`config.mk`:
```
export PLATFORM = sky130hd
export DESIGN_NAME = hilo_ctrl
export DESIGN_NICKNAME = d
export VERILOG_FILES = /design/src/rtl/hilo_ctrl.sv
export SDC_FILE = /design/constraint.sdc
export NUM_CORES = 1
export LEC_CHECK = 0
export ABC_AREA = 0
export ABC_CLOCK_PERIOD_IN_PS = 2000
export BUFFER_PORTS_ARGS = -buffer_cell sky130_fd_sc_hd__buf_2
export CORE_ASPECT_RATIO = 1.1
export CORE_MARGIN = 8
export CORE_UTILIZATION = 48
export CTS_BUF_LIST = sky130_fd_sc_hd__clkbuf_4 sky130_fd_sc_hd__clkbuf_8 sky130_fd_sc_hd__clkbuf_16
export DETAILED_ROUTE_END_ITERATION = 8
export GPL_ROUTABILITY_DRIVEN = 0
export MAX_ROUTING_LAYER = met4
export PLACE_DENSITY = 0.81
export SLEW_MARGIN = 20
export SYNTH_ARGS = -nofsm -noshare
export SYNTH_HDL_FRONTEND = slang
export SYNTH_SLANG_ARGS = --single-unit
```
`constraint.sdc`:
```
create_clock -name clk -period 2 [get_ports clk]
set_input_delay 0.2 -clock clk [delete_from_list [all_inputs] [get_ports clk]]
set_output_delay 0.2 -clock clk [all_outputs]
set_load 0.03 [all_outputs]
```
`src/rtl/hilo_ctrl.sv`:
```
// hilo_ctrl: execute-stage owner of HI/LO; decodes hilo_op and sequences the external multiplier/divider.
//   clk, rst                : clock, synchronous active-high reset
//   flush                   : kills any in-flight op, pulses div_annul if the divider is still busy
//   valid_i, hilo_op        : {mfhi,mflo,mthi,mtlo,mult,multu,div,divu,mul}, at most one bit set
//   rs_data, rt_data        : operands
//   stallreq, res_o         : stall toward pipeline control, GPR result for mfhi/mflo/mul
//   mul_a/b/signed, mul_p   : fixed-latency multiplier interface
//   div_start/a/b/signed/annul, div_ready/q/r : handshaked divider interface
module hilo_ctrl #(
  parameter int MUL_LAT = 2
) (
  input  logic        clk,
  input  logic        rst,
  input  logic        flush,
  input  logic        valid_i,
  input  logic [8:0]  hilo_op,
  input  logic [31:0] rs_data,
  input  logic [31:0] rt_data,
  output logic        stallreq,
  output logic [31:0] res_o,
  output logic [31:0] mul_a,
  output logic [31:0] mul_b,
  output logic        mul_signed,
  input  logic [63:0] mul_p,
  output logic        div_start,
  output logic [31:0] div_a,
  output logic [31:0] div_b,
  output logic        div_signed,
  output logic        div_annul,
  input  logic        div_ready,
  input  logic [31:0] div_q,
  input  logic [31:0] div_r
);
  localparam logic [1:0] IDLE = 2'd0, MUL_WAIT = 2'd1, DIV_WAIT = 2'd2, DONE = 2'd3;
  logic [1:0]  state;
  logic [2:0]  cnt;
  logic [31:0] hi, lo, opnd_a, opnd_b, mul_res;
  logic        sgn, kind_mul, acc, op_mul, op_div;
  assign op_mul = hilo_op[4] | hilo_op[3] | hilo_op[0];
  assign op_div = hilo_op[2] | hilo_op[1];
  assign acc = state == IDLE && valid_i && !flush;
  assign mul_a = opnd_a;
  assign mul_b = opnd_b;
  assign div_a = opnd_a;
  assign div_b = opnd_b;
  assign mul_signed = sgn;
  assign div_signed = sgn;
  // DONE drops the stall for one cycle so the held instruction retires without being re-accepted
  always_comb begin
    stallreq = !rst && !flush && (state == MUL_WAIT || state == DIV_WAIT || (acc && (op_mul || op_div)));
    res_o = rst ? '0 :
            (acc && hilo_op[8]) ? hi :
            (acc && hilo_op[7]) ? lo :
            (state == DONE && kind_mul) ? mul_res : '0;
  end
  always_ff @(posedge clk) begin
    if (rst) begin
      state <= IDLE;
      cnt <= '0;
      hi <= '0;
      lo <= '0;
      opnd_a <= '0;
      opnd_b <= '0;
      mul_res <= '0;
      sgn <= 1'b0;
      kind_mul <= 1'b0;
      div_start <= 1'b0;
      div_annul <= 1'b0;
    end else begin
      div_start <= 1'b0;
      div_annul <= 1'b0;
      if (flush) begin
        state <= IDLE;
        cnt <= '0;
        div_annul <= state == DIV_WAIT && !div_ready;
      end else begin
        case (state)
          IDLE: if (valid_i) begin
            if (hilo_op[6]) hi <= rs_data;
            if (hilo_op[5]) lo <= rs_data;
            if (op_mul || op_div) begin
              opnd_a <= rs_data;
              opnd_b <= rt_data;
              sgn <= hilo_op[4] | hilo_op[2] | hilo_op[0];
              kind_mul <= hilo_op[0];
            end
            if (op_mul) begin
              cnt <= 3'd1;
              state <= MUL_WAIT;
            end
            if (op_div) begin
              div_start <= 1'b1;
              state <= DIV_WAIT;
            end
          end
          MUL_WAIT: if (cnt == 3'(MUL_LAT)) begin
            if (kind_mul) mul_res <= mul_p[31:0];
            else {hi, lo} <= mul_p;
            cnt <= '0;
            state <= DONE;
          end else begin
            cnt <= cnt + 3'd1;
          end
          DIV_WAIT: if (div_ready) begin
            hi <= div_r;
            lo <= div_q;
            state <= DONE;
          end
          default: state <= IDLE;
        endcase
      end
    end
  end
endmodule

```
# Yosys cells after proc, flatten, opt, wreduce, memory -nomap -nowiden
# Index checks and enable logic that the tools add are counted.
[op_classes]
reduce_logical = 27
bitwise = 8
mux = 27
n_addsub = 1
n_eq_ne = 12
[ops]
columns = ["cell", "count"]
rows = [
  ["32-bit two-way mux", 14],
  ["32-bit case mux with 3 select lines", 2],
  ["7-bit AND reduction", 2],
  ["2-bit != test (second input constant)", 6],
  ["4-bit AND reduction", 3],
  ["2-bit two-way mux", 5],
  ["1-bit logical AND", 9],
  ["3-bit two-way mux", 3],
  ["2-bit case mux with 3 select lines", 1],
  ["3-bit case mux with 2 select lines", 1],
  ["1-bit OR", 5],
  ["2-bit equality test (second input constant)", 2],
  ["2-bit OR reduction", 2],
  ["4-bit OR reduction", 1],
  ["3-bit by 1-bit adder with 3-bit output (second input constant)", 1],
  ["3-bit by 2-bit equality test with 1-bit output (second input constant)", 1],
  ["1-bit zero test", 3],
  ["1-bit logical OR", 3],
  ["3-bit != test (second input constant)", 1],
  ["1-bit NOT", 3],
  ["3-bit AND reduction", 1],
  ["3-bit nonzero test", 1],
  ["2-bit by 1-bit equality test with 1-bit output (second input constant)", 1],
  ["2-bit zero test", 1],
  ["3 further kinds", 3],
]
[totals]
elab_cells = 86
register_bits = 169
in_bits = 206
out_inout_bits = 165

# Logic depth before layout (Yosys ltp)
# Gate-level depths: netlist (run 1).
[depth]
word_depth = 7
depth_mapped = 9
mapped_depth_nobuf = 6

# Worst setup path after synthesis (run 1)
# No wires, ideal clock.
[synth_timing]
path_kind = "register -> output"
startpoint = "register state[0]"
endpoint = "output res_o[10]"
stages_incl_launch_ff = 8
path_slack_ps = -260
path_buffers = 1
arrival_time_ps = 2060
path_cell_list = "dfxtp_1 > inv_1 > ha_1 > and3b_1 > a21oi_1 > buf_2 > a21oi_1 > nor3_1"
[synth_via]
elab_chain_cells = 7
elab_cells_between_ends = 11
classes_between = "1 x eq/ne; 4 x mux; 6 x reduce/logical"
[synth_lines]
columns = ["item", "line", "rtl"]
rows = [
  ["start, declared", "35", "logic [1:0] state;"],
  ["start signal, assigned", "58", "state <= IDLE;"],
  ["start signal, assigned", "73", "state <= IDLE;"],
  ["start signal, assigned", "89", "state <= MUL_WAIT;"],
  ["2-bit zero test", "41", "assign acc = state == IDLE && valid_i && !flush;"],
  ["1-bit logical AND (2 in a row)", "41", ""],
  ["1-bit logical AND", "53", "(acc && hilo_op[7]) ? lo :"],
  ["32-bit two-way mux", "53", ""],
  ["32-bit two-way mux (*)", "52", "(acc && hilo_op[8]) ? hi :"],
  ["32-bit two-way mux (*)", "51", "res_o = rst ? '0 :"],
  ["end, declared", "20", "output logic [31:0] res_o,"],
]
# Mark *: on every way between the ends. The rest lies on a longest branch, timed or not.

# Worst setup path in the final report (run 1)
[layout_timing]
startpoint = "register state[0]"
endpoint = "output res_o[0]"
# The elaborated chain is that of the path after synthesis.

==> impl_metrics.py, run 1 <==
metrics = {
    "run_status": {
        "outcome": "complete, but fails checks",
        "failing_checks": "setup timing",
    },
    "timing": {
        "finClkSkew_ns": 0.01250,
        "post_route_minimum_period_ns": 2.353,
        "grt_setup_unrepaired": "yes",
        "fin_hold_ws_ns": 0.01131,
        "hold_viol_final": 0,
        "timing_worst_slew_pin_value_ns": 0.5042,
        "period_share": 1.176,
        "finalSetupViolations": 33,
        "fmax_ghz": 0.4250,
        "final-max-slew-violation-count": 0,
        "slew-limit-headroom": 0.6613,
        "postLayoutSetupSlackWorst_ns": -0.3529,
    },
    "route": {
        "detail_route.vias_per_cell": 5.608,
        "drt-total-wl_mm": 33.61,
        "route.vias.total": 9495,
        "detail-route-antenna-nets": 0,
        "drt_pre_antenna_iters": 7,
        "wl_per_cell_um": 19.85,
        "drc_errors": 0,
        "first_iter_violations": 798,
    },
    "worst_hold_path": {
        "holdCritPathClass": "input port to flip-flop",
        "timing.hold.worst.start": "rt_data[17]",
        "worst_hold_path_ep": "div_b[17]",
        "hold-path-cell-count": 3,
    },
    "finish": {
        "postLayoutCoreUtil": 0.6849,
        "post_route_cells_drive_above_1_share": 0.3752,
        "design_area_sq_mm": 0.01198,
        "stdcell_count": 1693,
        "final_nets": 1648,
        "layout-area-overhead-vs-synth_pct": 41.77,
    },
    "logic_synthesis": {
        "synth_flop_cell": "sky130_fd_sc_hd__dfxtp_1",
        "post-synth-top-area-fraction": 0.4005,
        "ys_types": 41,
        "yosys-mux-area-fraction": 0.003555,
        "synth_cells": 1144,
        "synth.yosys.warnings": 0,
        "postSynthRegisterBits": 169,
        "synth-compound-area-share": 0.2785,
        "netlist_top_cells_area": "sky130_fd_sc_hd__dfxtp_1 (40%), sky130_fd_sc_hd__a21oi_1 (14%), sky130_fd_sc_hd__nand2_1 (12%), sky130_fd_sc_hd__a211o_1 (6.6%), sky130_fd_sc_hd__buf_4 (6.0%)",
        "synth_xor_xnor_area_share": 0,
        "yosysSeqAreaShare": 0.4005,
        "synth_simple_gate_area_frac": 0.2010,
        "synth-edff-count": 0,
        "syn-cell-area_sq_mm": 0.008447,
        "post_synth_fa_ha_maj_area_fraction": 0.005925,
        "post_synthesis_net_count": 1354,
        "combinational_family_with_the_most_area_after_synthesis": "compound AO/OA/AOI/OAI gates",
        "yosysTopAreaCell": "sky130_fd_sc_hd__dfxtp_1",
        "synth_async_reset_ratio": 0,
        "synthesis.area_per_instance_sq_um": 7.384,
    },
    "worst_setup_path": {
        "worstSetupPathType": "flip-flop to output port",
        "worst-endpoint-required_ns": 1.80,
        "worst-r2r-setup-slack_ns": 0.10,
        "r2r-end": "hi[14]",
        "worstSetupStartpointType": "flip-flop",
        "reg2reg_from": "state[0]",
        "highest_net_fanout_along_the_worst_path": 9,
        "critPathCaptureType": "output port",
        "critPathArrivalTime_ns": 2.15,
        "number_of_cells_on_the_worst_reg_to_reg_path": 9,
    },
    "clock_network": {
        "cts_root_buffer": "sky130_fd_sc_hd__clkbuf_16",
        "cts.htree.levels": 4,
        "path_clk_slew_ns": 0.07,
        "numCtsBuffers": 17,
        "clock_tree.buffer_depth": 2,
        "cts_tree": "built",
        "clk_latency_ns": 0.43,
        "tritoncts_num_sinks": 169,
    },
    "power_and_ir_drop": {
        "worst_supply_voltage_drop_on_vdd_v": 0.0005677,
        "total_power_mw": 8.968,
        "p_per_area_mw_per_mm2": 748.9,
        "p_leak_nw": 5.026,
    },
    "die": {
        "boundaryPins": 371,
        "std_cell_rows": 51,
        "die_w_um": 142.5,
        "fp.coreArea_sq_mm": 0.01748,
        "die_footprint_sq_mm": 0.02210,
        "die_y_um": 155.1,
        "start_util": 0.4831,
    },
    "place": {
        "placed_cells": 1629,
        "port-buffer-count": 370,
        "placed_area_sq_mm": 0.01064,
        "hpwlAfterDp_mm": 23.57,
    },
    "grt": {
        "pin_count_of_the_biggest_net_entering_global_routing": 53,
        "via_count_of_the_first_global_routing_pass": 9447,
        "grt_util_all_layers": 0.2935,
        "antenna_found_initial": 4,
        "grt-ovfl-total": 0,
        "grt_first_pass_wirelength_mm": 49.19,
    },
    "flow_run": {
        "drv.max_cap_violation_count": 0,
    },
}
power by group:
part	switching (mW)	leakage, nW	internal [mW]
Combinational	1.33	3.38	0.788
Sequential	0.111	1.38	3.54
Clock	1.43	0.270	1.77
logic make-up after synthesis:
logic type / after synthesis
AO/OA/AOI/OAI: 377
multiplexers: 3
flip-flops: 169
AND/OR/NAND/NOR: 421
buffers and inverters: 170
adder cells (fa/ha/maj): 4
worst max-delay path by stage:
| stage | cells after the start | end | slack (ns) | startpoint |
|---|---|---|---|---|
| after global routing | 8 | res_o[0] | -0.39 | state[1] |
| after floorplan | 7 | res_o[10] | -0.02 | state[0] |
| after CTS | 9 | res_o[0] | -0.33 | state[0] |
| final | 8 | res_o[0] | -0.35 | state[0] |
| after global placement | 9 | res_o[0] | 0.04 | state[0] |
| after detailed placement | 8 | res_o[0] | 0.01 | state[0] |
cells in the final DEF, fill, tap and decap left out, drive strengths merged, types with 3 or more instances in the layout:
cell type,Yosys,layout
o21ai,4,4
nand2b,4,4
nand3,3,3
diode,0,5
a22oi,64,64
a211oi,3,3
a21oi,229,229
a211o,64,64
nor2,102,102
dlygate4sd3,0,12
dfxtp,169,169
inv,4,9
mux2i,3,3
clkinvlp,0,3
nand2,265,265
buf,92,425
nor3,37,37
clkinv,0,3
clkbuf,74,23
ha,4,4
synthesized netlist by cell type, drive strengths merged (2+ instances only):
| master | n |
|---|---|
| nand2b | 4 |
| nand3 | 3 |
| inv | 4 |
| nand2 | 265 |
| a211oi | 3 |
| buf | 92 |
| dfxtp | 169 |
| a211o | 64 |
| a21oi | 229 |
| o21ai | 4 |
| a22oi | 64 |
| nor3 | 37 |
| a21o | 2 |
| mux2i | 3 |
| clkbuf | 74 |
| o2111ai | 2 |
| nor2 | 102 |
| or3b | 2 |
| a21bo | 2 |
| ha | 4 |
registers in the layout, indices dropped and copies added, names as in the netlist, 2 cells and up:
| signal | cells |
|---|---|
| lo | 32 |
| mul_res | 32 |
| cnt | 3 |
| div_a | 32 |
| hi | 32 |
| state | 2 |
| div_b | 32 |
layout make-up:
class                      instances  area [sq um]
clock buffer                      19         446.7
inverter                           4         15.01
clock inverter                    12         115.1
timing repair buffer             441          2934
fill                            1448          5509
antenna                            5         12.51
sequential                       169          3386
multi-input combinational        805          4768
tap                              238         297.8
layer usage:
layer	vias to the layer above	global-route usage	wire length (um)
li1	4477	-	-
met1	4362	0.3261	12770
met2	557	0.4891	16430
met3	99	0.05976	2922
met4	0	0.1555	1486
met5	-	-	0
critical path, stage by stage, from the launching register on:
cell	delay, ns
sky130_fd_sc_hd__dfxtp_2	0.33
sky130_fd_sc_hd__inv_2	0.05
sky130_fd_sc_hd__ha_4	0.16
sky130_fd_sc_hd__and3b_2	0.24
sky130_fd_sc_hd__a21oi_4	0.20
sky130_fd_sc_hd__buf_8	0.17
sky130_fd_sc_hd__a21oi_1	0.10
sky130_fd_sc_hd__nor3_2	0.26
sky130_fd_sc_hd__buf_4	0.22
per-stage QoR:
step / TNS, ns / setup WS (ns)
after floorplan: -0.01646 / -0.01646
final: -8.756 / -0.3529
after global placement: 0 / 0.03806
after detailed placement: 0 / 0.01470
after CTS: -8.312 / -0.3288
after global routing: -11.24 / -0.3921
what timing repair did:
action | CTS | global route
pin swaps | 10 | 22
setup buffers | 8 | 5
gates resized for setup | 91 | 38
endpoints found under the hold margin | 12 | 0
gates cloned | 2 | 3
hold buffers | 12 | 0
endpoints found under the setup margin | 33 | 57
Power figures use the tool's default switching activity.
==> run 2: changes to the inputs <==
Settings changed: CORE_AREA set to 2 2 144 146, CORE_ASPECT_RATIO 1.1 to unset, CORE_MARGIN 8 to unset, CORE_UTILIZATION 48 to unset, CTS_CLUSTER_SIZE set to 16, DIE_AREA set to 0 0 146 148, PLACE_DENSITY 0.81 to 0.73.
==> run 2 against run 1 <==
  * Routed wire length is 0.44% higher
  * Highest routed layer unchanged
  * First-iteration DRC count is 0.38% lower
  * Sequential share of layout area is 0.56 points lower
  * Non-clock buffer count is 7 higher
  * Power is 0.70% higher
  * The flow still finishes with violations (setup timing)
  * Utilization is 7.5 points lower
==> impl_metrics.py, run 2 (synthesis gave the netlist of run 1 again) <==
metrics = {
    "run_status": {
        "outcome": "complete, but fails checks",
        "failing_checks": "setup timing",
    },
    "timing": {
        "postLayoutSetupSlackWorst_ns": -0.3291,
        "period_share": 1.165,
        "post_route_minimum_period_ns": 2.329,
        "finClkSkew_ns": 0.007960,
        "slew-limit-headroom": 0.5854,
        "timing_worst_slew_pin_value_ns": 0.6172,
        "grt_setup_unrepaired": "yes",
        "fmax_ghz": 0.4294,
        "final-max-slew-violation-count": 0,
        "hold_viol_final": 0,
        "finalSetupViolations": 34,
        "fin_hold_ws_ns": 0.008025,
    },
    "clock_network": {
        "numCtsBuffers": 17,
        "tritoncts_num_sinks": 169,
        "cts_tree": "built",
        "clock_tree.buffer_depth": 2,
        "path_clk_slew_ns": 0.07,
        "clk_latency_ns": 0.43,
        "cts_root_buffer": "sky130_fd_sc_hd__clkbuf_16",
        "cts.htree.levels": 4,
    },
    "finish": {
        "combined_area_of_the_multi_input_logic_cells_sq_mm": 0.004806,
        "layout-area-overhead-vs-synth_pct": 44.65,
        "post_route_cells_drive_above_1_share": 0.3916,
        "postLayoutCoreUtil": 0.6097,
        "seqCellArea_sq_mm": 0.003386,
        "mostFrequentLayoutCells": "sky130_fd_sc_hd__buf_2 (336), sky130_fd_sc_hd__nand2_1 (265), sky130_fd_sc_hd__a21oi_1 (203)",
        "design_area_sq_mm": 0.01222,
        "final_common_cell": "sky130_fd_sc_hd__buf_2",
        "final.fill_count": 1812,
        "final_nets": 1655,
    },
    "grt": {
        "grt_use_met2": 0.4906,
        "busiest_layer_in_global_routing": "met2",
        "pin_count_of_the_biggest_net_entering_global_routing": 65,
        "global_route.usage.met1": 0.3602,
        "use_met3": 0.05340,
        "antenna_found_initial": 4,
        "via_count_of_the_first_global_routing_pass": 8864,
        "grt_first_pass_wirelength_mm": 48.60,
        "grt-ovfl-total": 0,
        "grt_util_all_layers": 0.2947,
    },
    "place": {
        "port-buffer-count": 370,
        "placed_area_sq_mm": 0.01068,
        "post-place-ws_ns": -0.007101,
        "hpwlAfterDp_mm": 22.34,
    },
    "die": {
        "die_w_um": 146,
        "die_y_um": 148,
        "die_footprint_sq_mm": 0.02161,
        "start_util": 0.4215,
        "boundaryPins": 371,
        "fp.coreArea_sq_mm": 0.02004,
        "std_cell_rows": 52,
    },
    "power_and_ir_drop": {
        "worst_supply_voltage_drop_on_vdd_v": 0.0005164,
        "total_power_mw": 9.031,
        "p_per_area_mw_per_mm2": 739.2,
        "p_leak_nw": 5.104,
    },
    "route": {
        "detail-route-antenna-nets": 0,
        "first_iter_violations": 795,
        "drc_errors": 0,
        "drt-total-wl_mm": 33.76,
        "wl_per_cell_um": 19.50,
        "drt_pre_antenna_iters": 5,
        "detail_route.vias_per_cell": 5.581,
        "route.vias.total": 9660,
    },
    "worst_setup_path": {
        "sum_of_buffers_and_inverters_on_the_critical_path": 4,
        "worstSetupPathType": "flip-flop to output port",
        "critical-path-max-stage-delay_ns": 0.34,
        "critPathCaptureType": "output port",
        "worst-endpoint-required_ns": 1.80,
        "worstSetupStartpointType": "flip-flop",
        "worst-r2r-setup-slack_ns": -0.01,
        "slowest_stage_cell_on_the_critical_path": "sky130_fd_sc_hd__dfxtp_2",
        "timing.critical_path.mode_cell": "sky130_fd_sc_hd__buf_4",
        "critPathArrivalTime_ns": 2.13,
        "cp_cell_sequence": "inv_2, ha_4, and3b_2, a21oi_4, buf_4, clkbuf_16, a21oi_1, nor3_2, buf_4",
        "crit_family": "buffers and inverters",
        "highest_net_fanout_along_the_worst_path": 5,
    },
    "flow_run": {
        "drv.max_cap_violation_count": 0,
    },
    "worst_hold_path": {
        "holdCritPathClass": "input port to flip-flop",
    },
}
## run 2: cell count changes in the layout (fill, tap and decap cells not counted), moves of 4 or more
| cell | previous run | this run |
|---|---|---|
| sky130_fd_sc_hd__a21oi_4 | 15 | 8 |
| sky130_fd_sc_hd__clkbuf_16 | 20 | 24 |
| sky130_fd_sc_hd__nor2_2 | 3 | 13 |
| sky130_fd_sc_hd__nor2_1 | 97 | 78 |
| sky130_fd_sc_hd__a21oi_2 | 12 | 18 |
| sky130_fd_sc_hd__nor2_4 | 2 | 11 |
## run 2: worst paths after layout
path / endpoint / cells past startpoint / startpoint
max: res_o[31] / 9 / state[0]
min: div_b[31] / 3 / rt_data[31]
max reg2reg: lo[19] / 8 / state[1]
min reg2reg: hi[17] / 2 / hi[17]
## run 2: repair_timing
| item | 4_1_cts | 5_1_grt |
|---|---|---|
| gates cloned | 3 | 8 |
| resized for setup | 129 | 25 |
| pin swaps | 21 | 4 |
| setup endpoints to repair | 33 | 156 |
| buffers inserted | 12 | 2 |
| hold buffers | 11 | 0 |
| endpoints found under the hold margin | 11 | 0 |
## run 2: layer usage
layer  vias up  part of all wire
met4         0             0.031
li1       4485                 -
met3        71             0.082
met5         -                 0
met2       518              0.49
met1      4586              0.40
## run 2: layout make-up
type	instances	share of cell area
clock buffer	19	0.03656
sequential	169	0.2771
inverter	4	0.001229
timing repair buffer	448	0.2545
multi-input combinational	805	0.3933
antenna	3	0.0006144
tap	270	0.02765
clock inverter	13	0.009012
## run 2: worst min-delay path: stages
cell	delay [ns]
sky130_fd_sc_hd__buf_2	0.10
sky130_fd_sc_hd__nand2_1	0.04
sky130_fd_sc_hd__a21oi_1	0.05
## run 2: stage by stage
| stage | TNS [ns] | instances |
|---|---|---|
| after floorplan | -0.01646 | 1144 |
| after global placement | 0 | 1662 |
| after detailed placement | -0.007101 | 1662 |
| after CTS | -7.996 | 1720 |
| after global routing | -13.15 | 1731 |
| final | -9.306 | 1731 |
## run 2: power by group
group          internal, mW  switching [mW]  total [mW]
Combinational         0.835            1.40        2.23
Sequential             3.54           0.110        3.65
Clock                  1.67            1.48        3.15
Total                  6.04            2.99        9.03
==> run 3: changes to the inputs <==
Settings changed: CAP_MARGIN set to 5, CORE_AREA 2 2 144 146 to unset, CORE_ASPECT_RATIO set to 1.25, CORE_MARGIN set to 1.5, CORE_UTILIZATION set to 25, DIE_AREA 0 0 146 148 to unset, PLACE_DENSITY 0.73 to unset.
==> run 3 against run 2 <==
  * The flow still finishes with violations (setup timing)
  * Power rose by 0.92%
  * Count of clock-buffer cells in the layout stayed put
  * Combinational power fell by 3%
  * Die area up 62%
  * Register-to-register slack gained 0.13 ns
  * Worst hold slack gained 0.010 ns
  * Maximum frequency fell by 0.49%
  * Utilization fell by 23 points
  * Routed wire length grew 0.63%
  * Critical path type unchanged
  * Critical endpoint is now res_o[10]
==> impl_metrics.py, run 3 (synthesis gave the netlist of run 1 again) <==
metrics = {
    "run_status": {
        "outcome": "complete, but fails checks",
        "failing_checks": "setup timing",
    },
    "clock_network": {
        "tritoncts_num_sinks": 169,
        "path_clk_slew_ns": 0.07,
        "clock_tree.buffer_depth": 2,
        "cts.htree.levels": 4,
        "cts_root_buffer": "sky130_fd_sc_hd__clkbuf_16",
        "clk_latency_ns": 0.44,
        "cts_tree": "built",
        "numCtsBuffers": 17,
    },
    "timing": {
        "grt_setup_unrepaired": "yes",
        "fmax_ghz": 0.4273,
        "final-max-slew-violation-count": 0,
        "finClkSkew_ns": 0.01458,
        "timing_worst_slew_pin_value_ns": 0.4954,
        "finalSetupViolations": 32,
        "post_route_minimum_period_ns": 2.340,
        "slew-limit-headroom": 0.6698,
        "period_share": 1.170,
        "hold_viol_final": 0,
        "postLayoutSetupSlackWorst_ns": -0.3405,
    },
    "die": {
        "std_cell_rows": 75,
        "start_util": 0.2528,
        "die_w_um": 167.4,
        "die_footprint_sq_mm": 0.03491,
        "fp.coreArea_sq_mm": 0.03341,
        "boundaryPins": 371,
        "die_y_um": 208.5,
    },
    "finish": {
        "postLayoutCoreUtil": 0.3790,
        "final_nets": 1687,
        "design_area_sq_mm": 0.01266,
        "final_common_cell": "sky130_fd_sc_hd__buf_2",
        "combined_area_of_the_multi_input_logic_cells_sq_mm": 0.004850,
        "seqCellArea_sq_mm": 0.003386,
        "final.fill_count": 3459,
        "layout-area-overhead-vs-synth_pct": 49.90,
        "mostFrequentLayoutCells": "sky130_fd_sc_hd__buf_2 (336), sky130_fd_sc_hd__nand2_1 (264), sky130_fd_sc_hd__a21oi_1 (197)",
        "post_route_cells_drive_above_1_share": 0.3721,
    },
    "worst_setup_path": {
        "cp_cell_sequence": "inv_2, ha_4, and3b_2, a21oi_4, buf_6, buf_12, a21oi_4, nor3_2, buf_4",
        "sum_of_buffers_and_inverters_on_the_critical_path": 4,
        "highest_net_fanout_along_the_worst_path": 6,
        "critical-path-max-stage-delay_ns": 0.34,
        "timing.critical_path.mode_cell": "sky130_fd_sc_hd__a21oi_4",
        "worstSetupStartpointType": "flip-flop",
        "worstSetupPathType": "flip-flop to output port",
        "slowest_stage_cell_on_the_critical_path": "sky130_fd_sc_hd__dfxtp_2",
        "worst-r2r-setup-slack_ns": 0.12,
        "crit_family": "buffers and inverters",
        "worst-endpoint-required_ns": 1.80,
        "critPathCaptureType": "output port",
        "critPathArrivalTime_ns": 2.14,
    },
    "power_and_ir_drop": {
        "p_per_area_mw_per_mm2": 719.8,
        "p_leak_nw": 5.181,
        "worst_supply_voltage_drop_on_vdd_v": 0.0004473,
    },
    "grt": {
        "grt-ovfl-total": 0,
        "grt_first_pass_wirelength_mm": 51.66,
        "grt_util_all_layers": 0.1987,
        "via_count_of_the_first_global_routing_pass": 9188,
        "antenna_found_initial": 4,
        "pin_count_of_the_biggest_net_entering_global_routing": 66,
    },
    "route": {
        "first_iter_violations": 466,
        "route.vias.total": 9424,
        "drt_pre_antenna_iters": 5,
        "detail_route.vias_per_cell": 4.919,
        "detail-route-antenna-nets": 0,
        "drt-total-wl_mm": 33.97,
        "wl_per_cell_um": 17.73,
        "drc_errors": 0,
    },
    "worst_hold_path": {
        "holdCritPathClass": "input port to flip-flop",
    },
    "place": {
        "port-buffer-count": 370,
        "placed_area_sq_mm": 0.01088,
        "hpwlAfterDp_mm": 24.80,
    },
    "flow_run": {
        "drv.max_cap_violation_count": 0,
    },
}
-- run 3: cell types whose count changed in the layout (fill, tap and decap cells not counted), moves of 7 or more --
| cell | delta |
|---|---|
| sky130_fd_sc_hd__dlygate4sd3_1 | +37 |
| sky130_fd_sc_hd__nor2_1 | +18 |
| sky130_fd_sc_hd__a21oi_4 | +14 |
| sky130_fd_sc_hd__nor2_4 | -11 |
| sky130_fd_sc_hd__a21oi_2 | -8 |
| sky130_fd_sc_hd__clkbuf_16 | -7 |
| sky130_fd_sc_hd__nor2_2 | -7 |
-- run 3: per-stage QoR --
stage	instances	setup TNS [ns]	setup slack, ns	power [mW]	hold WS (ns)
after floorplan	1144	-0.01646	-0.01646	4.993	0.3360
after global placement	1818	0	0.04215	5.706	0.4411
after detailed placement	1818	-0.01195	-0.01070	5.727	0.4460
after CTS	1912	-9.979	-0.3705	9.199	0.0001014
after global routing	1916	-11.88	-0.4241	9.531	0.003383
final	1916	-8.799	-0.3405	9.114	0.01839
-- run 3: cell type report --
class,instances,share of cell area
Timing Repair Buffer,480,0.2610
Antenna cell,4,0.0007905
Sequential cell,169,0.2674
Clock inverter,12,0.009091
Clock buffer,19,0.03577
Multi-Input combinational cell,805,0.3830
Tap cell,423,0.04180
Inverter,4,0.001186
-- run 3: routing by layer --
metal  up-vias  track usage  part of all wire
met2       385       0.3292              0.49
met4         0      0.08947             0.036
met5         -            -                 0
li1       4562            -                 -
met3        68      0.03405             0.059
met1      4409       0.2352              0.41
-- run 3: power breakdown --
group / leakage (nW) / internal (mW) / total (mW) / switching [mW]
clock: 0.273 / 1.79 / 3.29 / 1.50
sequential: 1.38 / 3.54 / 3.66 / 0.116
combinational: 3.53 / 0.826 / 2.16 / 1.34
-- run 3: final timing paths --
kind / startpoint / end / depth (start not counted)
hold / removal: rs_data[31] / div_a[31] / 3
setup / recovery: state[0] / res_o[10] / 9
setup reg to reg: state[1] / div_b[9] / 10
hold reg to reg: lo[28] / lo[28] / 2
-- run 3: worst reg2reg max path: stages (launching register included) --
cell and delay, ns:
sky130_fd_sc_hd__dfxtp_2 0.32, sky130_fd_sc_hd__inv_2 0.07, sky130_fd_sc_hd__ha_4 0.14, sky130_fd_sc_hd__nand3b_1 0.09
sky130_fd_sc_hd__buf_6 0.15, sky130_fd_sc_hd__buf_6 0.13, sky130_fd_sc_hd__a21oi_4 0.11, sky130_fd_sc_hd__buf_4 0.13
sky130_fd_sc_hd__buf_4 0.35, sky130_fd_sc_hd__nand2_1 0.16, sky130_fd_sc_hd__a21oi_1 0.15
-- run 3: what timing repair did --
action                                  in CTS  in global routing
endpoints found under the setup margin      34                 86
gates cloned                                 5                  0
buffers inserted                            11                  3
gates resized for setup                    145                 12
hold endpoints to repair                    47                  1
pin swaps                                   48                  9
hold buffers                                47                  1
